### src/rtl/ps2_host_tx.sv
// Host-to-device PS/2 transmitter: inhibits the bus, issues request-to-send, then shifts
// one command byte, odd parity and stop on device clock edges and checks the device ACK.
module ps2_host_tx #(
    parameter int unsigned INHIBIT_CYCLES = 5000,
    parameter int unsigned TIMEOUT_CYCLES = 1000000
) (
    input  logic       clock,
    input  logic       reset_L,
    input  logic [7:0] tx_data,
    input  logic       tx_valid,
    output logic       tx_ready,
    input  logic       ps2_clk_in,
    input  logic       ps2_data_in,
    output logic       ps2_clk_oe,
    output logic       ps2_data_oe,
    output logic       busy,
    output logic       tx_done,
    output logic       tx_error
);

    localparam int INH_W = $clog2(INHIBIT_CYCLES) + 1;
    localparam int TO_W  = $clog2(TIMEOUT_CYCLES) + 1;
    localparam logic [INH_W-1:0] INH_LAST = INH_W'(INHIBIT_CYCLES - 1);
    localparam logic [TO_W-1:0]  TO_LAST  = TO_W'(TIMEOUT_CYCLES - 1);

    typedef enum logic [2:0] {
        S_IDLE,
        S_INHIBIT,
        S_RELEASE,
        S_SHIFT,
        S_ACK,
        S_WAIT_IDLE
    } state_t;

    state_t           state_q, state_d;
    logic [INH_W-1:0] inh_q, inh_d;
    logic [TO_W-1:0]  to_q, to_d;
    logic [3:0]       n_q, n_d;
    logic             data_oe_q, data_oe_d;
    logic [7:0]       byte_q;
    logic             clk_s1_q, clk_s2_q, clk_s3_q;
    logic             data_s1_q, data_s2_q;

    logic accept_w;
    logic clk_oe_w;
    logic fall_w;
    logic inh_last_w;
    logic done_w;
    logic err_w;

    function automatic logic odd_parity(input logic [7:0] b);
        return ~^b;
    endfunction

    // Synchronizers idle high so that leaving reset never looks like a falling edge.
    always_ff @(posedge clock or negedge reset_L) begin
        if (!reset_L) begin
            clk_s1_q  <= 1'b1;
            clk_s2_q  <= 1'b1;
            clk_s3_q  <= 1'b1;
            data_s1_q <= 1'b1;
            data_s2_q <= 1'b1;
        end else begin
            clk_s1_q  <= ps2_clk_in;
            clk_s2_q  <= clk_s1_q;
            clk_s3_q  <= clk_s2_q;
            data_s1_q <= ps2_data_in;
            data_s2_q <= data_s1_q;
        end
    end

    always_ff @(posedge clock or negedge reset_L) begin
        if (!reset_L) begin
            state_q   <= S_IDLE;
            inh_q     <= '0;
            to_q      <= '0;
            n_q       <= '0;
            data_oe_q <= 1'b0;
        end else begin
            state_q   <= state_d;
            inh_q     <= inh_d;
            to_q      <= to_d;
            n_q       <= n_d;
            data_oe_q <= data_oe_d;
        end
    end

    always_ff @(posedge clock) begin
        if (accept_w) begin
            byte_q <= tx_data;
        end
    end

    assign accept_w   = tx_valid && (state_q == S_IDLE);
    assign clk_oe_w   = (state_q == S_INHIBIT);
    assign fall_w     = clk_s3_q && !clk_s2_q && !clk_oe_w;
    assign inh_last_w = (state_q == S_INHIBIT) && (inh_q == INH_LAST);

    always_comb begin
        state_d   = state_q;
        inh_d     = inh_q;
        to_d      = to_q;
        n_d       = n_q;
        data_oe_d = data_oe_q;
        done_w    = 1'b0;
        err_w     = 1'b0;
        case (state_q)
            S_IDLE: begin
                inh_d     = '0;
                data_oe_d = 1'b0;
                if (accept_w) begin
                    state_d = S_INHIBIT;
                end
            end
            S_INHIBIT: begin
                inh_d = inh_q + INH_W'(1);
                if (inh_q == INH_LAST) begin
                    inh_d     = '0;
                    data_oe_d = 1'b1;
                    state_d   = S_RELEASE;
                end
            end
            S_RELEASE: begin
                n_d     = '0;
                to_d    = '0;
                state_d = S_SHIFT;
            end
            S_SHIFT: begin
                if (fall_w) begin
                    n_d  = n_q + 4'd1;
                    to_d = '0;
                    // n_q is the edge count before this edge, so it indexes the next data bit.
                    if (n_q < 4'd8) begin
                        data_oe_d = ~byte_q[n_q[2:0]];
                    end else if (n_q == 4'd8) begin
                        data_oe_d = ~odd_parity(byte_q);
                    end else begin
                        data_oe_d = 1'b0;
                        state_d   = S_ACK;
                    end
                end else if (to_q == TO_LAST) begin
                    err_w     = 1'b1;
                    data_oe_d = 1'b0;
                    state_d   = S_IDLE;
                end else begin
                    to_d = to_q + TO_W'(1);
                end
            end
            S_ACK: begin
                if (fall_w) begin
                    to_d = '0;
                    if (data_s2_q) begin
                        err_w   = 1'b1;
                        state_d = S_IDLE;
                    end else begin
                        state_d = S_WAIT_IDLE;
                    end
                end else if (to_q == TO_LAST) begin
                    err_w   = 1'b1;
                    state_d = S_IDLE;
                end else begin
                    to_d = to_q + TO_W'(1);
                end
            end
            S_WAIT_IDLE: begin
                if (clk_s2_q && data_s2_q) begin
                    done_w  = 1'b1;
                    state_d = S_IDLE;
                end else if (to_q == TO_LAST) begin
                    err_w   = 1'b1;
                    state_d = S_IDLE;
                end else begin
                    to_d = to_q + TO_W'(1);
                end
            end
            default: begin
                data_oe_d = 1'b0;
                state_d   = S_IDLE;
            end
        endcase
    end

    // The start bit appears in the last inhibit cycle; an error exit releases data at once.
    assign ps2_clk_oe  = clk_oe_w;
    assign ps2_data_oe = (data_oe_q || inh_last_w) && !err_w;
    assign tx_ready    = (state_q == S_IDLE);
    assign busy        = (state_q != S_IDLE);
    assign tx_done     = done_w;
    assign tx_error    = err_w;

endmodule

### config.mk
export PLATFORM = sky130hd
export DESIGN_NAME = ps2_host_tx
export DESIGN_NICKNAME = d
export VERILOG_FILES = /design/src/rtl/ps2_host_tx.sv
export SDC_FILE = /design/constraint.sdc
export NUM_CORES = 1
export LEC_CHECK = 0
export ABC_CLOCK_PERIOD_IN_PS = 4290
export BUFFER_PORTS_ARGS = -buffer_cell sky130_fd_sc_hd__buf_2
export CAP_MARGIN = 30
export CORE_ASPECT_RATIO = 0.6
export CORE_UTILIZATION = 55
export DETAILED_ROUTE_END_ITERATION = 12
export PLACE_DENSITY = 0.73
export SKIP_LAST_GASP = 1
export SLEW_MARGIN = 20
export SYNTH_ARGS = -nofsm -noshare
export SYNTH_HDL_FRONTEND = slang
export SYNTH_SLANG_ARGS = --single-unit
### constraint.sdc
create_clock -name clock -period 4.29 [get_ports clock]
set_clock_uncertainty 0.1 [all_clocks]
set_input_delay 0.858 -clock clock [delete_from_list [all_inputs] [get_ports clock]]
set_output_delay 0.858 -clock clock [all_outputs]
set_load 0.005 [all_outputs]
==> summary.txt, run 1 <==
Outcome
  – Outcome: finished clean

Drt
  – 1st-iter DRT viols: approximately 230
  – Highest Signal Layer: met4
  – WL met2: 2650 um
  – M1 wire length: between 3000 and 4000 um
  – Antenna Nets Post-Route: 0
  – Residual DRC: 0
  – Vias per cell: just under 6
  – Via count: 2493
  – Per-cell routed wire length: ~16 um
  – DR pass1 iterations: 5
  – Final wirelength: approximately 6700 um
  – Met3 WL: around 350 um

STA
  – Fmax: between 0.2 and 0.3 GHz
  – Max-slew violations: 0
  – RSZ-0062 raised after global routing: false
  – Final setup violating endpoints: 0
  – Tmin final: between 3000 and 4000 ps
  – Worst slew pin tran: slightly below 800 ps
  – Final hold vios: 0
  – Final Cycle Share: 0.783
  – Slew headroom: 0.480
  – Total negative setup slack: 0 ps

Global routing
  – Vias in the first global route: 2155
  – Initial antenna violation count: 0
  – Largest net degree at the start of global routing: 31
  – Total grt overflow: 0
  – Aggregate global-route resource usage: 0.240
  – First-pass GRT wire length: ~11000 um

Power and ir drop
  – Power Density: between 300 and 400 mW/mm2
  – Pleak: ~1.4 nW
  – Worst vdd ir: 0.299 mV
  – Design Power: approximately 1.2 mW

Placement
  – RePlAce Congestion: 0.838
  – IO Port Bufs: 18
  – HPWL Detailed: roughly 4800 um
  – Placed Cells: 411

Synth
  – Main combinational cell family by area after synthesis: simple AND/OR/NAND/NOR gates
  – Most used DFF post-synth: dfrtp_1
  – Adder-Cell Fraction of Synth Area: 0.0159
  – Post-Synth Simple-Gate Area: 0.231
  – Syn avg cell area: ~9.5 um2
  – Syn. warnings: 0
  – XOR/XNOR share of the synthesized area: 0.0555
  – Distinct cells, synth: between 50 and 60
  – Post-synthesis register bit count: 56
  – Sequential area share after synthesis: 0.459
  – Post-Syn Instances: 332
  – Most numerous cell in the Yosys netlist: dfrtp_1
  – Synth top cells by count: dfrtp_1, nand2_1, nor2_1
  – Synth top area share: 0.341
  – Area of the mapped netlist: ~0.0032 mm2
  – Mux share of post-synthesis cell area: 0.0305
  – Post-synth EDFFs: 8
  – Post-synthesis compound-gate area fraction: 0.159
  – Largest cells by area after synthesis: dfrtp_1, edfxtp_1, dfstp_2, xnor2_1, nand2_1
  – Cell taking the most area after synthesis: dfrtp_1
  – Post-synth ARST share: 0.857
  – Net Count, Synth: 349

Cells and area
  – Antenna cells: 0
  – Layout area overhead: 6.98%
  – Cell Count, Final, Fillers Out: roughly 420
  – Nets@finish: 358
  – Layout cell share with drive strength beyond 1: 0.126

Floorplan
  – Die H: between 60 and 70 um
  – Chip width: roughly 100 um
  – Core area: around 0.0053 mm2
  – Initial core utilization: 0.598
  – Row count: 20
  – Die ar.: 0.00606 mm2
  – Io pins: 19

Clock network
  – H-Tree Depth: 2
  – Worst-case clock buffer depth: 2
  – CTS resizes: 0
  – Hold buffers post-CTS: 0
  – Worst-skew pair later-pin latency: a little over 300 ps
  – # clock sinks: 56
  – Root buf cell: clkbuf_8
  – CTS tree: done
  – Post-CTS Setup Inserts: 0
  – Reg clk slew, reported paths: ~100 ps
  – Inserted Clock Buffers: 5

Critical path
  – Crit. End Element: output port
  – Data required, critical path: approximately 3300 ps
  – Critical path arrival: ~2400 ps
  – CP top delay family: simple AND/OR/NAND/NOR gates
  – Startpoint Class: register
  – Crit path max-delay cell type: dfrtp_1
  – Crit path kind: reg -> out
  – Crit-path max FO: 9
  – Buf/Inv on CP: 1
  – Cell Chain, Critical Path: nor4b_1 > nand3_1 > or2_1 > o21ai_1 > a21oi_1 > buf_2
  – CP peak stage delay: 460 ps

Flow run
  – Max cap viols: 0

Worst hold path
  – Worst hold path class: reg -> reg
worst paths after layout:
kind	depth (start not counted)	end	startpoint	slack (ps)
min reg2reg	0	data_s2_q$_DFF_PN1_	data_s1_q$_DFF_PN1_	260
max reg2reg	5	to_q[7]$_DFFE_PN0P_	state_q[2]$_DFFE_PN0P_	1770
max in group asynchronous	2	clk_s2_q$_DFF_PN1_	reset_L	3100
max	6	ps2_data_oe	to_q[13]$_DFFE_PN0P_	930
min in group asynchronous	1	n_q[1]$_DFFE_PN0P_	reset_L	390
min	0	data_s2_q$_DFF_PN1_	data_s1_q$_DFF_PN1_	260
sequential cells by signal (all words and copies together) (netlist names):
register,flops
clk_s2_q,1
clk_s3_q,1
data_s1_q,1
data_oe_q,1
data_s2_q,1
to_q,21
state_q,3
inh_q,14
n_q,4
byte_q,8
clk_s1_q,1
report_power, final:
group	total (mW)	internal, mW	leakage (nW)	switching [mW]
logic	0.237	0.113	0.634	0.124
registers	0.654	0.588	0.711	0.0659
clock network	0.347	0.174	0.0552	0.173
total	1.24	0.875	1.40	0.363
cell type report:
| cell class | count | area, um2 |
|---|---|---|
| Fill cell | 432 | 1900 |
| Clock inverter | 2 | 35.0 |
| Inverter | 14 | 52.6 |
| Tap cell | 77 | 96.3 |
| Sequential cell | 56 | 1450 |
| Multi-Input combinational cell | 244 | 1560 |
| Clock buffer | 6 | 72.6 |
| Timing Repair Buffer | 20 | 118 |
logic make-up after synthesis:
family                     count (synthesis)
AOI/OAI and AO/OA                         78
xor gates and xnor gates                  20
adders and majority gates                  4
buffers and inverters                     32
DFF                                       56
muxes                                      7
and+or+nand+nor                          135
layout by cell type, fill, tap and decap left out, types with 8 or more instances in the layout:
| master | instances |
|---|---|
| edfxtp_1 | 8 |
| nor2_1 | 22 |
| nand2_1 | 30 |
| o21ai_1 | 9 |
| nand3_1 | 14 |
| or3_1 | 11 |
| o21ai_0 | 14 |
| inv_1 | 14 |
| a21oi_1 | 18 |
| buf_2 | 18 |
| xnor2_1 | 13 |
| dfrtp_1 | 43 |
routing by layer:
layer | GRT usage | vias to the layer above
li1 | - | 1220
met1 | 0.381 | 1194
met2 | 0.329 | 71
met3 | 0.0438 | 8
met4 | 0.0756 | 0
met5 | 0 | -
through the flow:
stage	setup WS, ps	utilization	hold slack, ps	cell area [um2]
2_1_floorplan	1640	-	245	3160
3_3_place_gp	1420	0.615	248	3250
3_5_place_dp	1360	0.619	250	3270
4_1_cts	971	0.640	265	3380
5_1_grt	835	0.640	267	3380
6_report	931	0.640	265	3380
No activity file was read; power rests on OpenSTA's default activity.
==> run 2: changes to the inputs <==
- ABC_CLOCK_PERIOD_IN_PS: 4290 -> 3400
- clock period: 4.29 -> 3.4 ns (I/O delays scaled with it)
==> run 2 against run 1 <==
Worst setup slack got worse by 710 ps. Critical path depth unchanged. Combinational power rose by 40%. Highest routed layer unchanged. Critical endpoint unchanged. Sequential share of layout area down 0.095 points. Via count grew 0.60%. Register-to-register slack lost 920 ps. Critical path type unchanged. Die area did not move. Largest cell class unchanged. Sequential cell count unchanged. Core utilization increased by 0.14 points.
==> summary.txt, run 2 (synthesis results as in run 1) <==
Clock network
  – H-Tree Depth: 2
  – Root buf cell: clkbuf_8
  – Reg clk slew, reported paths: roughly 100 ps
  – Inserted Clock Buffers: 5
  – CTS tree: done
  – CTS resizes: 0
  – Post-CTS Setup Inserts: 0
  – Worst-skew pair later-pin latency: around 310 ps
  – Worst-case clock buffer depth: 2
  – # clock sinks: 56
  – Hold buffers post-CTS: 0

Global routing
  – First-pass GRT wire length: roughly 11000 um
  – Initial antenna violation count: 0
  – Largest net degree at the start of global routing: 28
  – Total grt overflow: 0
  – Vias in the first global route: approximately 2300
  – Aggregate global-route resource usage: 0.244

Floorplan
  – Initial core utilization: 0.598
  – Core area: roughly 0.0053 mm2
  – Die ar.: 0.00606 mm2
  – Io pins: 19
  – Row count: 20
  – Chip width: 99.8 um
  – Die H: approximately 60 um

Cells and area
  – Antenna cells: 0
  – Largest reg by FF count: to_q
  – Layout area overhead: 7.21%
  – Leading cell type in the layout, fill and taps excluded: dfrtp_1
  – Final Util: 0.641
  – Top Registers: to_q (21), inh_q (14), byte_q (8)
  – Nets@finish: approximately 360
  – Most frequent cells in the layout: dfrtp_1, nand2_1, nor2_1
  – Layout cell share with drive strength beyond 1: 0.128
  – Final instance area: around 0.0034 mm2
  – Largest register FFs: 21

Critical path
  – R2R Path End: to_q[7]$_DFFE_PN0P_
  – Crit-path max FO: 9
  – Crit. End Element: output port
  – Cell Chain, Critical Path: nor4b_1 > nand3_1 > or2_1 > o21ai_1 > a21oi_1 > buf_2
  – Critical path arrival: about 2400 ps
  – Startpoint Class: register
  – CP peak stage delay: 450 ps
  – Worst r2r src: state_q[2]$_DFFE_PN0P_
  – R2r worst-path depth: 5
  – Crit path kind: reg -> out
  – Crit path max-delay cell type: nor4b_1
  – FF-to-FF setup slack: 850 ps
  – Data required, critical path: 2620 ps

Drt
  – Vias per cell: around 6
  – Residual DRC: 0
  – 1st-iter DRT viols: between 200 and 250
  – Final wirelength: about 6700 um
  – Via count: approximately 2500
  – Per-cell routed wire length: 15.9 um
  – DR pass1 iterations: 5
  – Antenna Nets Post-Route: 0

Power and ir drop
  – Design Power: around 1.6 mW
  – Worst vdd ir: 0.281 mV
  – Pleak: about 1.4 nW
  – Power Density: 462 mW/mm2

STA
  – Final setup violating endpoints: 0
  – Final hold vios: 0
  – RSZ-0062 raised after global routing: false
  – Post-route setup slack: ~220 ps
  – Fmax: roughly 0.31 GHz
  – Final Cycle Share: 0.934
  – Tmin final: between 3000 and 4000 ps
  – Worst slew pin tran: roughly 760 ps
  – Slew headroom: 0.492
  – Total negative setup slack: 0 ps
  – Max-slew violations: 0

Placement
  – RePlAce Congestion: roughly 0.84
  – IO Port Bufs: 18
  – Placed Area: about 0.0033 mm2
  – Worst slack at placement: between 600 and 700 ps
  – HPWL Detailed: roughly 4800 um

Worst hold path
  – Worst hold path class: in -> async

Flow run
  – Max cap viols: 0

Outcome
  – Outcome: finished clean
==> run 2: cell types whose count changed in the layout (fill, tap and decap cells not counted), sizes merged <==
cell | before | now
buf | 20 | 21
==> run 2: where the power goes <==
group / total, mW / switching [mW] / internal, mW / leakage, nW
Combinational: 0.332 / 0.184 / 0.148 / 0.638
Clock: 0.428 / 0.209 / 0.219 / 0.0552
Sequential: 0.803 / 0.0597 / 0.743 / 0.711
Total: 1.56 / 0.453 / 1.11 / 1.40
==> run 2: worst max-delay path by stage <==
stage                         startpoint     endpoint  depth (start not counted)
global placement    to_q[13]$_DFFE_PN0P_  ps2_data_oe                          6
detailed placement  to_q[13]$_DFFE_PN0P_  ps2_data_oe                          6
CTS                 to_q[13]$_DFFE_PN0P_  ps2_data_oe                          6
floorplan            to_q[0]$_DFFE_PN0P_  ps2_data_oe                          8
finish              to_q[13]$_DFFE_PN0P_  ps2_data_oe                          6
global route        to_q[13]$_DFFE_PN0P_  ps2_data_oe                          6
==> run 2: critical path: cells and delay by family (launching register included) <==
family	cells	cell delay, ps
DFF	1	430
and+or+nand+nor	3	1240
AOI/OAI and AO/OA	2	280
buffers and inverters	1	130
==> run 2: metal layers <==
| metal | wire length (um) | up-vias | global-route usage |
|---|---|---|---|
| met2 | 2740 | 92 | 0.358 |
| met4 | 45 | 0 | 0.0504 |
| met1 | 3420 | 1192 | 0.378 |
| li1 | - | 1219 | - |
| met5 | 0 | - | 0 |
| met3 | 474 | 5 | 0.0449 |
==> run 2: final cells by class <==
| type | instances | area (um2) |
|---|---|---|
| inverter | 14 | 52.6 |
| sequential | 56 | 1450 |
| tap | 77 | 96.3 |
| timing repair buffer | 21 | 125 |
| fill | 442 | 1900 |
| clock inverter | 2 | 35.0 |
| multi-input combinational | 244 | 1560 |
| clock buffer | 6 | 72.6 |
==> run 2: through the flow <==
stage / std cells / hold WS [ps]
3_5_place_dp: 412 / 248
6_report: 420 / 243
2_1_floorplan: 332 / 245
3_3_place_gp: 411 / 247
5_1_grt: 420 / 271
4_1_cts: 420 / 258
